**config.mk**
```make
export PLATFORM = sky130hd
export DESIGN_NAME = axis_bram_sched
export DESIGN_NICKNAME = d
export VERILOG_FILES = /design/src/rtl/axis_bram_sched.sv
export SDC_FILE = /design/constraint.sdc
export NUM_CORES = 1
export LEC_CHECK = 0
export CAP_MARGIN = 10
export CORE_UTILIZATION = 35
export CTS_CLUSTER_SIZE = 10
export DETAILED_ROUTE_END_ITERATION = 8
export PLACE_DENSITY = 0.58
export SLEW_MARGIN = 40
export SYNTH_ARGS = -nofsm -noshare
export SYNTH_HDL_FRONTEND = slang
export SYNTH_SLANG_ARGS = --single-unit
```
**constraint.sdc**
```tcl
create_clock -name clk -period 5.95 [get_ports clk]
set_input_delay 0.595 -clock clk [delete_from_list [all_inputs] [get_ports clk]]
set_output_delay 0.595 -clock clk [all_outputs]
set_load 0.005 [all_outputs]
```
**src/rtl/axis_bram_sched.sv**
```systemverilog
// rtl/axis_bram_sched.sv - two-requester BRAM transfer scheduler driving a stream/BRAM adapter
module axis_bram_sched #(
  parameter int BRAM_ADDR_LENGTH   = 12,
  parameter int BRAM_WIDTH_IN_WORD = 36,
  parameter int CNT_W              = BRAM_ADDR_LENGTH + 6
) (
  input  logic                        clk,
  input  logic                        rstn,
  input  logic [1:0]                  req_valid,
  output logic [1:0]                  req_ready,
  input  logic                        req0_rw,
  input  logic                        req1_rw,
  input  logic [BRAM_ADDR_LENGTH-1:0] req0_start,
  input  logic [BRAM_ADDR_LENGTH-1:0] req1_start,
  input  logic [BRAM_ADDR_LENGTH-1:0] req0_bound,
  input  logic [BRAM_ADDR_LENGTH-1:0] req1_bound,
  output logic [1:0]                  done,
  output logic [1:0]                  err,
  input  logic                        abort,
  output logic                        aborted,
  input  logic                        beat,
  output logic                        rw,
  output logic                        addr_reload,
  output logic                        xfer_active,
  output logic [BRAM_ADDR_LENGTH-1:0] bram_start_index,
  output logic [BRAM_ADDR_LENGTH-1:0] bram_bound_index,
  output logic                        owner
);

  typedef enum logic [2:0] {S_IDLE, S_LOAD, S_SETTLE, S_RUN, S_DONE} state_t;

  localparam logic [CNT_W-1:0] WORDS = CNT_W'(BRAM_WIDTH_IN_WORD);
  localparam logic [CNT_W-1:0] ONE   = CNT_W'(1);

  state_t                      state, state_next;
  logic                        prio;
  logic [CNT_W-1:0]            cnt;
  logic [CNT_W-1:0]            target;
  logic [1:0]                  cand;
  logic                        have_req;
  logic                        pick;
  logic                        sel_rw;
  logic [BRAM_ADDR_LENGTH-1:0] sel_start;
  logic [BRAM_ADDR_LENGTH-1:0] sel_bound;
  logic                        bad_cmd;
  logic [CNT_W-1:0]            span;
  logic                        final_beat;
  logic                        abort_hit;

  // Round-robin pick; a requester already being acknowledged this cycle is masked so it is not served twice
  always_comb begin
    cand      = req_valid & ~req_ready;
    have_req  = |cand;
    pick      = (cand == 2'b11) ? prio : cand[1];
    sel_rw    = pick ? req1_rw    : req0_rw;
    sel_start = pick ? req1_start : req0_start;
    sel_bound = pick ? req1_bound : req0_bound;
    bad_cmd   = sel_bound < sel_start;
    span      = CNT_W'(sel_bound) - CNT_W'(sel_start) + ONE;
    final_beat = (state == S_RUN) && beat && ((cnt + ONE) == target);
  end

  // State register
  always_ff @(posedge clk) begin
    if (!rstn) state <= S_IDLE;
    else       state <= state_next;
  end

  // Next state; the final beat wins over a coincident abort
  always_comb begin
    state_next = state;
    abort_hit  = 1'b0;
    case (state)
      S_IDLE:   if (have_req && !bad_cmd) state_next = S_LOAD;
      S_LOAD:   begin
                  if (abort) begin state_next = S_DONE; abort_hit = 1'b1; end
                  else             state_next = S_SETTLE;
                end
      S_SETTLE: begin
                  if (abort) begin state_next = S_DONE; abort_hit = 1'b1; end
                  else             state_next = S_RUN;
                end
      S_RUN:    begin
                  if (final_beat)  state_next = S_DONE;
                  else if (abort) begin state_next = S_DONE; abort_hit = 1'b1; end
                end
      S_DONE:   state_next = S_IDLE;
      default:  state_next = S_IDLE;
    endcase
  end

  // State-decoded outputs
  always_comb begin
    addr_reload = (state == S_LOAD);
    xfer_active = (state == S_RUN);
    done        = 2'b00;
    if (state == S_DONE) done[owner] = 1'b1;
  end

  // Command latching, handshake pulses, arbitration priority and beat counting
  always_ff @(posedge clk) begin
    if (!rstn) begin
      req_ready        <= 2'b00;
      err              <= 2'b00;
      rw               <= 1'b0;
      bram_start_index <= '0;
      bram_bound_index <= '0;
      owner            <= 1'b0;
      prio             <= 1'b0;
      target           <= '0;
      cnt              <= '0;
      aborted          <= 1'b0;
    end else begin
      req_ready <= 2'b00;
      err       <= 2'b00;
      if (state == S_IDLE && have_req) begin
        req_ready[pick] <= 1'b1;
        prio            <= ~pick;
        if (bad_cmd) begin
          err[pick] <= 1'b1;
        end else begin
          rw               <= sel_rw;
          bram_start_index <= sel_start;
          bram_bound_index <= sel_bound;
          owner            <= pick;
          target           <= span * WORDS;
        end
      end
      // Counter is held at zero outside RUN so it always enters RUN cleared
      if (state != S_RUN) cnt <= '0;
      else if (beat)      cnt <= cnt + ONE;
      aborted <= (state_next == S_DONE) && abort_hit;
    end
  end

endmodule
```
==> results by stage, run 1 <==
Clock tree:
- In this run, post-CTS hold repair placed 0 buffers.
- CTS placed an instance of clkbuf_16 at the clock tree root.
- The clock tree from TritonCTS is yes.
- The maximum level of the CTS H-tree is 3.
- The CTS clock-pin slew for the worst setup and hold paths is approximately 0.060 ns.
- The number of buffers inserted during clock tree synthesis is 9.
- The latest clock arrival within the worst-skew pair is between 0.3 and 0.4 ns.
- The worst-case clock buffer depth is 2.
- The sink count of the clock tree is between 60 and 70.

Min path:
- The worst hold path was traced through 2 stages.
- The tightest min-delay check is of the register to register type.
- The destination of the worst hold path is bram_bound_index[8]$_SDFFE_PN0P_.
- In this run the most critical hold path is launched from bram_bound_index[8]$_SDFFE_PN0P_.

STA:
- Derived from the worst setup path, the maximum achievable clock frequency is 175 MHz.
- The maximum clock skew at final layout is ~0.0073 ns.
- The minimum hold slack is approximately 0.47 ns.
- The minimum clock period after layout is roughly 5.7 ns.
- The number of hold-slack violations in the final timing report is 0.
- The worst path meets setup with 0.234 ns of slack.
- Of the available clock period, the critical path in the final layout requires 0.961.
- Setup violations remaining at the end of the flow were counted as 0.
- The slew at the pin closest to its max-slew limit is between 0.7 and 0.8 ns.
- The worst pin sits at a relative slew slack of 0.525.
- The final max-slew violation count is 0.

Run status:
- The run finished with clean final reports.

Finish:
- The design area is 0.00750 mm².
- Fill cells in the final layout number 1399.
- The sequential standard cell area is 0.00138 mm².
- The filler-free cell count of the finished design is around 1000.
- 0 antenna diodes ended up in the layout.
- The area taken by multi-input logic gates is approximately 0.004 mm².
- For this run, the share of the core covered by cells in the final layout is 0.514.
- The synthesis-to-finish area growth is 43.0%.
- The number of nets in the layout is approximately 900.
- In the final layout, the share of cells above drive strength 1 is 0.198.

Setup path:
- Along the worst path, the maximum fanout reaches 5.
- The critical path startpoint category is an input pin.
- Data on the critical path is required at its endpoint by just over 6 ns.
- The worst reg2reg path endpoint is target[17]$_SDFFE_PN0P_.
- The worst setup path is captured at a register.
- The setup check on the worst reg-to-reg path leaves a slack of 0.60 ns.
- STA puts the critical path data arrival time at a little under 6 ns.
- The worst flop-to-flop path startpoint is prio$_SDFFE_PN0P_.
- The number of cells on the worst reg-to-reg path is 23.
- The worst setup path is of the input pin to register kind.

Route:
- The count of nets left with antenna violations once routing finished came out at 0.
- Summed over all layers, the routed wires come to roughly 16 mm.
- The routed layout has 5199 vias.
- Dividing the detail-routed wire length by the instance count gives between 15 and 20 µm.
- In the routed design, unresolved DRC markers number 0.
- After detailed routing, the number of vias per cell comes to a little over 5.
- The first-iteration detailed-routing DRC count is 279.
- The detailed-routing iteration count for the pre-antenna-repair pass is 6.

Die:
- The number of standard-cell rows in the floorplan is 44.
- Measured along the x axis, the die boundary spans around 120 µm.
- Pin placement for this block handled between 90 and 100 I/O pins.
- For this configuration, the core starts out at a cell density of 0.360.
- The y dimension of the die is between 100 and 150 µm.
- In this run the standard cell core region covers about 0.015 mm².
- The overall die area is roughly 0.015 mm².

Synth:
- The post-synthesis area per instance is between 7 and 8 µm².
- For this run, the leading register cell type out of synthesis is dfxtp_1.
- The cell area after synthesis is about 0.0052 mm².
- The dominant cell by count in the synthesized netlist is nand2_1.
- The number of synthesized flops with an enable pin is 0.
- The number of nets in the synthesized netlist is ~750.
- The share of async-settable or async-resettable flops after synthesis is 0.
- The commonest cells after synthesis are nand2_1, dfxtp_1, xnor2_1.
- The flip-flop and latch count after synthesis is 69.
- The count of cell types in the netlist is 76.
- The yosys synthesis warning count is 0.
- The sequential share of the synthesized area is 0.263.
- The proportion of netlist area held by the largest area contributor is 0.263.
- The largest area contributor in the netlist is dfxtp_1.
- After synthesis, the cell types taking the most area are dfxtp_1, nand2_1, xnor2_1.
- After technology mapping, the gate count stands at around 660.

Global route:
- The first global-routing pass estimated around 25 mm of wire.
- The via count of the first global-routing pass came to ~5300.
- In the global route stage, overall resource usage came out at 0.203.
- The pin count of the biggest net entering global routing is between 50 and 60.
- The number of antenna violations at the first check in global routing is 0.
- The remaining global-route overflow is 0.

Flow run:
- The max capacitance violation total is 0.

Power and ir drop:
- The maximum vdd ir drop is 0.232 mV.
- The power per unit of standard cell area is about 400 mW/mm².
- For this design the static power due to leakage is approximately 3.2 nW.

Place:
- The half-perimeter wire length after detailed placement is 12.5 mm.
- The weighted congestion reported at the end of routability-driven placement is approximately 0.85.
- After detailed placement, the design holds a cell count of between 900 and 1000.
- The post-placement setup slack is -0.330 ns.
- After detailed placement, the total cell area comes to ~0.0069 mm².
- Port buffering added 90 buffers.
worst max-delay path by stage:
stage                              end  slack [ns]  cells after the start          from
2_1_floorplan  target[17]$_SDFFE_PN0P_        0.03                     26  req_valid[0]
3_3_place_gp   target[16]$_SDFFE_PN0P_       -0.17                     27  req_valid[0]
3_5_place_dp   target[16]$_SDFFE_PN0P_       -0.33                     28  req_valid[0]
4_1_cts        target[16]$_SDFFE_PN0P_        0.05                     27  req_valid[0]
5_1_grt        target[17]$_SDFFE_PN0P_       -0.03                     24  req_valid[0]
6_report       target[17]$_SDFFE_PN0P_        0.23                     24  req_valid[0]
power breakdown:
group	switching, W	total, W	internal [W]
logic	0.000867	0.00191	0.00105
clock network	0.000218	0.000557	0.000339
registers	0.0000606	0.000604	0.000544
total	0.00115	0.00308	0.00193
layer usage:
| layer | global-route usage | vias up | wire, µm |
|---|---|---|---|
| met5 | 0 | - | 0 |
| met4 | 0.0723 | 0 | 337 |
| met3 | 0.0412 | 25 | 714 |
| met2 | 0.374 | 113 | 8040 |
| met1 | 0.228 | 2432 | 6600 |
| li1 | - | 2629 | - |
registers in the layout, summed over array words and instances, names as in the netlist:
name and flops:
cnt 18, target 16, bram_start_index 12, aborted 1, req_ready 2, state 3, rw 1, prio 1
bram_bound_index 12, owner 1, err 2
cell type report:
type,count,share of cell area
Timing Repair Buffer,173,0.205
Tap cell,184,0.0307
Multi-Input combinational cell,538,0.528
Clock buffer,10,0.0318
Sequential cell,69,0.184
Clock inverter,6,0.00950
Inverter,22,0.0110
critical path: stages:
cell,delay (ns)
clkdlybuf4s50_1,0.47
or3b_4,0.40
nand2_4,0.10
mux2i_2,0.23
ha_2,0.27
and2b_1,0.22
o41ai_4,0.25
maj3_2,0.29
a211oi_1,0.10
a2111oi_4,0.36
buf_4,0.18
nand3b_4,0.07
or4_4,0.58
and3b_2,0.27
xnor2_1,0.13
ha_1,0.29
ha_4,0.29
and3_1,0.15
a21oi_2,0.06
o21bai_1,0.14
a21oi_1,0.09
xnor2_1,0.19
xnor2_1,0.13
a21oi_1,0.08
stage by stage:
stage	power, W	TNS [ns]
6_report	0.00308	0
2_1_floorplan	0.00158	0
3_3_place_gp	0.00226	-0.390
4_1_cts	0.00287	0
3_5_place_dp	0.00229	-0.874
5_1_grt	0.00332	-0.0326
cells by family (layout without fill, tap and decap cells):
group / Yosys count / after routing / synth area share
flip-flops: 69 / 69 / 0.263
XOR/XNOR: 73 / 73 / 0.122
buffers and inverters: 50 / 211 / 0.0372
AO/OA/AOI/OAI: 136 / 136 / 0.200
multiplexers: 11 / 11 / 0.0212
adder cells (fa/ha/maj): 35 / 35 / 0.0837
AND/OR/NAND/NOR: 283 / 283 / 0.273
cell usage in the layout (no fill, tap or decap), types with 3 or more instances in the layout:
| cell type | instances |
|---|---|
| nand4_1 | 9 |
| a21oi_1 | 20 |
| and3_1 | 8 |
| mux2i_1 | 9 |
| nor3b_2 | 3 |
| a21boi_0 | 20 |
| nor2b_1 | 8 |
| nor2_1 | 39 |
| o211ai_1 | 8 |
| clkdlybuf4s50_1 | 90 |
| nor4_1 | 6 |
| xor2_1 | 25 |
| nand2b_1 | 15 |
| clkbuf_16 | 9 |
| or3_1 | 4 |
| nand2_1 | 114 |
| o31ai_1 | 3 |
| inv_1 | 22 |
| dfxtp_1 | 69 |
| nor2b_4 | 3 |
| o21ai_0 | 15 |
| nor3_1 | 5 |
| a21o_1 | 5 |
| and2_1 | 10 |
| buf_4 | 81 |
| nor2_2 | 3 |
| a31oi_1 | 3 |
| xnor2_2 | 4 |
| nor3b_1 | 3 |
| ha_1 | 24 |
| o211a_1 | 21 |
| nand3_1 | 20 |
| nand4b_1 | 3 |
| xnor2_1 | 43 |
| ha_4 | 5 |
what timing repair did:
item	CTS	global route
endpoints found under the setup margin	1	6
setup buffers	0	7
endpoints found under the hold margin	0	0
resized for setup	3	47
pin swaps	0	31
(Power assumes the default switching activity.)
==> run 2: changes to the inputs <==
CTS_CLUSTER_SIZE = 24   (was 10)
HOLD_SLACK_MARGIN = 0.03   (was unset)
MAX_ROUTING_LAYER = met4   (was unset)
==> run 2 against run 1 <==
  * Routed wire length rose by 0.27%
  * Sequential power barely moved
  * Largest cell class unchanged
  * Critical path type unchanged
  * Highest routed layer unchanged
  * Design area fell by 0.92%
==> results by stage, run 2 (synthesis results as in run 1) <==
Setup path:
- The critical path goes through clkdlybuf4s50_1 > or3b_4 > nand2_4 > mux2i_2 > ha_2 > and2b_1 > o41ai_4 > maj3_2 > buf_4 > a2111o_1 > nand3_1 > xnor2_1 > or4_4 > and3b_2 > xnor2_1 > ha_1 > ha_1 > and3_1 > a21oi_2 > o21bai_1 > a21oi_1 > xnor2_1 > xnor2_1 > a21oi_1.
- The highest cell delay on the worst timing path is 0.59 ns (about the same).
- The data required time of the worst path is 6.17 ns (about the same).
- The worst setup path is captured at a register.
- The most prevalent standard cell on the critical path is xnor2_1.
- The kind of cell adding the most delay to the critical path is simple AND/OR/NAND/NOR gates.
- The critical path startpoint category is an input pin.
- The setup path with the least slack is of type input pin to register.
- The critical path buffer and inverter count came to 2 (unchanged).
- The largest fanout on the critical path is 3 (-2).
- The arrival time of data at the critical path endpoint is 6.00 ns (+0.07 ns).
- On the critical path, the stage with the largest delay is an instance of or4_4.

Die:
- The number of top-level design ports came to 91 (unchanged).
- The overall die area is 0.0155 mm² (unchanged).
- The number of standard-cell rows in the floorplan is 44 (unchanged).
- The core region area came to 0.0146 mm² (unchanged).
- The die outline width is 124 µm (unchanged).
- The effective utilization at floorplan is 0.360 (unchanged).
- The y dimension of the die is 124 µm (unchanged).

Route:
- The number of DRC violations after detailed routing is 0 (unchanged).
- The total wire length after detailed routing is 15.7 mm (+0.27%).
- The number of vias per cell is 5.18 (about the same).
- The average detailed-routed wire length per instance was 15.7 µm (+0.17%).
- The first-iteration detailed-routing DRC count was 180 (-35%).
- The detailed-routing iteration count for the pre-antenna-repair pass is 4 (-2).
- The via count is 5199 (unchanged).
- The final antenna-violating net count is 0 (unchanged).

Place:
- The total cell area at the placement stage is 0.00688 mm² (unchanged).
- The weighted congestion reported at the end of routability-driven placement came to 0.879 (+3.8%).
- The count of buffers inserted at the top-level ports is 90 (unchanged).
- The half-perimeter wire length after detailed placement is 12.4 mm (-0.40%).

STA:
- The final max-slew violation count is 0 (unchanged).
- The number of hold-slack violations in the final timing report is 0 (unchanged).
- The highest clock rate is 173 MHz (-1.0%).
- The worst slew margin relative to its limit was 0.514 (-0.0111).
- The slew at the pin closest to its max-slew limit is 0.728 ns (+0.0166 ns).
- The minimum clock period after layout is 5.78 ns (+0.0597 ns).
- The number of endpoints failing setup at the final stage came to 0 (unchanged).
- The fraction of the cycle the final worst path needs is 0.971 (+0.0100).
- The minimum hold slack is 0.467 ns (-0.00192 ns).
- The maximum clock skew at final layout was 0.00701 ns (-0.000324 ns).

Finish:
- The number of fill cells is 1398 (-0.071%).
- In the final layout, the registers with the most flip-flops are cnt x18, target x16.
- The most common cell after layout, fill and taps aside is nand2_1.
- Relative to the synthesized area, the layout overhead comes to 41.6%.
- The flip-flop count of the largest register, all copies and words added is 18 (unchanged).
- The core utilization of the finished layout is 0.510 (-0.00472).
- The top cell types in the final layout, fill and taps aside, are nand2_1, clkdlybuf4s50_1, buf_4.
- The number of antenna repair diodes is 0 (unchanged).
- The largest register by flop count is cnt.
- The number of nets in the layout is 902 (+0.11%).
- The design area is 0.00743 mm² (-0.92%).
- The fraction of layout cells with a size suffix above 1 is 0.190 (-0.00757).

Global route:
- The total routing usage reported by global routing is 0.212 (+0.00930).
- The pin count of the biggest net entering global routing is 58 (unchanged).
- The remaining global-route overflow is 0 (unchanged).
- The first-pass GRT wire length is 25.7 mm (+2.0%).
- The via count of the first global-routing pass is 5253 (-0.095%).
- The number of antenna violations at the first check in global routing is 0 (unchanged).

Power and ir drop:
- The sequential power share is 0.205 (+0.008).
- The net switching component of the power is 0.00110 W (-3.9%).
- The maximum vdd ir drop is 0.239 mV (+3.1%).
- The leakage dissipation is 3.19 nW (about the same).
- The total internal power is 0.00184 W (-4.5%).
- The part of the power in combinational logic is 0.610 (-0.012).
- The power per unit of standard cell area is 396 mW/mm² (-3.4%).
- The relative contribution of the clock network to total power is 0.184 (+0.003).
- The fraction of power spent switching nets came to 0.374 (+0.00134).

Clock tree:
- The tree is rooted in a clkbuf_16.
- The post-cts hold buffer count is 0 (unchanged).
- The number of buffers inserted during clock tree synthesis is 9 (unchanged).
- The latest clock arrival within the worst-skew pair is 0.34 ns (about the same).
- The CTS clock-pin slew for the worst setup and hold paths is 0.06 ns (about the same).
- The maximum level of the CTS H-tree is 3 (unchanged).
- TritonCTS built the clock tree.
- The sink count of the clock tree was 69 (unchanged).
- The worst-case clock buffer depth was 2 (unchanged).

Run status:
- The run finished with clean final reports.

Flow run:
- The max capacitance violation total was 0 (unchanged).

Min path:
- The path class of the tightest hold or removal check is register to register.
run 2: cell count changes in the layout (fill, tap and decap cells not counted), moves of 2 or more:
cell	delta
ha_4	-3
o31ai_4	+2
ha_1	+4
o31ai_2	-2
run 2: worst paths after layout:
kind | endpoint | slack, ns | start | depth (start not counted)
hold reg to reg | bram_bound_index[8]$_SDFFE_PN0P_ | 0.47 | bram_bound_index[8]$_SDFFE_PN0P_ | 2
setup reg to reg | target[17]$_SDFFE_PN0P_ | 0.53 | prio$_SDFFE_PN0P_ | 23
setup / recovery | target[17]$_SDFFE_PN0P_ | 0.17 | req_valid[0] | 24
hold / removal | bram_bound_index[8]$_SDFFE_PN0P_ | 0.47 | bram_bound_index[8]$_SDFFE_PN0P_ | 2
run 2: metal layers:
| layer | vias to the layer above | wire [µm] | part of all wire | track usage |
|---|---|---|---|---|
| li1 | 2634 | - | - | - |
| met1 | 2453 | 6740 | 0.43 | 0.235 |
| met2 | 95 | 8060 | 0.51 | 0.377 |
| met3 | 17 | 636 | 0.040 | 0.0455 |
| met4 | 0 | 306 | 0.019 | 0.0659 |
| met5 | - | 0 | 0 | - |
run 2: metrics by stage:
step / setup slack (ns) / instances / setup TNS (ns) / power (W)
after detailed placement: -0.360 / 980 / -1.08 / 0.00230
final: 0.174 / 1003 / 0 / 0.00294
after global routing: -0.102 / 1003 / -0.184 / 0.00317
after global placement: -0.218 / 980 / -0.504 / 0.00226
after floorplan: 0.0320 / 657 / 0 / 0.00158
after CTS: 0.00527 / 996 / 0 / 0.00286
run 2: final cells by class:
cell class	count	area (µm²)	area share
Multi-Input combinational cell	538	3890	0.523
Clock inverter	7	75.1	0.0101
Inverter	22	82.6	0.0111
Timing Repair Buffer	174	1550	0.209
Clock buffer	9	225	0.0303
Sequential cell	69	1380	0.186
Tap cell	184	230	0.0310
run 2: timing repair:
item	in CTS	in global routing
pin swaps	0	22
setup endpoints to repair	1	6
gates resized for setup	2	42
setup buffers	0	7
run 2: worst register-to-register path, delay by kind of cell (launching register included):
kind / cells / cell delay [ns]
AO/OA/AOI/OAI: 6 / 1.05
XOR/XNOR: 4 / 0.59
adder cells (fa/ha/maj): 4 / 1.08
buffers and inverters: 1 / 0.11
flip-flops: 1 / 0.34
multiplexers: 1 / 0.24
AND/OR/NAND/NOR: 7 / 1.89
run 2: power groups by stage:
stage	clock network, W	registers (W)	logic, W
floorplan	0	0.000600	0.000983
global placement	0	0.000613	0.00164
detailed placement	0	0.000614	0.00168
CTS	0.000555	0.000605	0.00170
global route	0.000576	0.000613	0.00198
finish	0.000543	0.000604	0.00180
==> run 3: changes to the inputs <==
==> constraint.sdc (replaced) <==
create_clock -name clk -period 5.95 [get_ports clk]
set_input_delay 0.595 -clock clk [delete_from_list [all_inputs] [get_ports clk]]
set_output_delay 0.595 -clock clk [all_outputs]
set_load 0.01 [all_outputs]
==> results of run 3 <==
Same layout as run 2 (identical final DEF). Status: finished, final reports clean.
Main changes from that run: total power 0.00294 W -> 0.00296 W
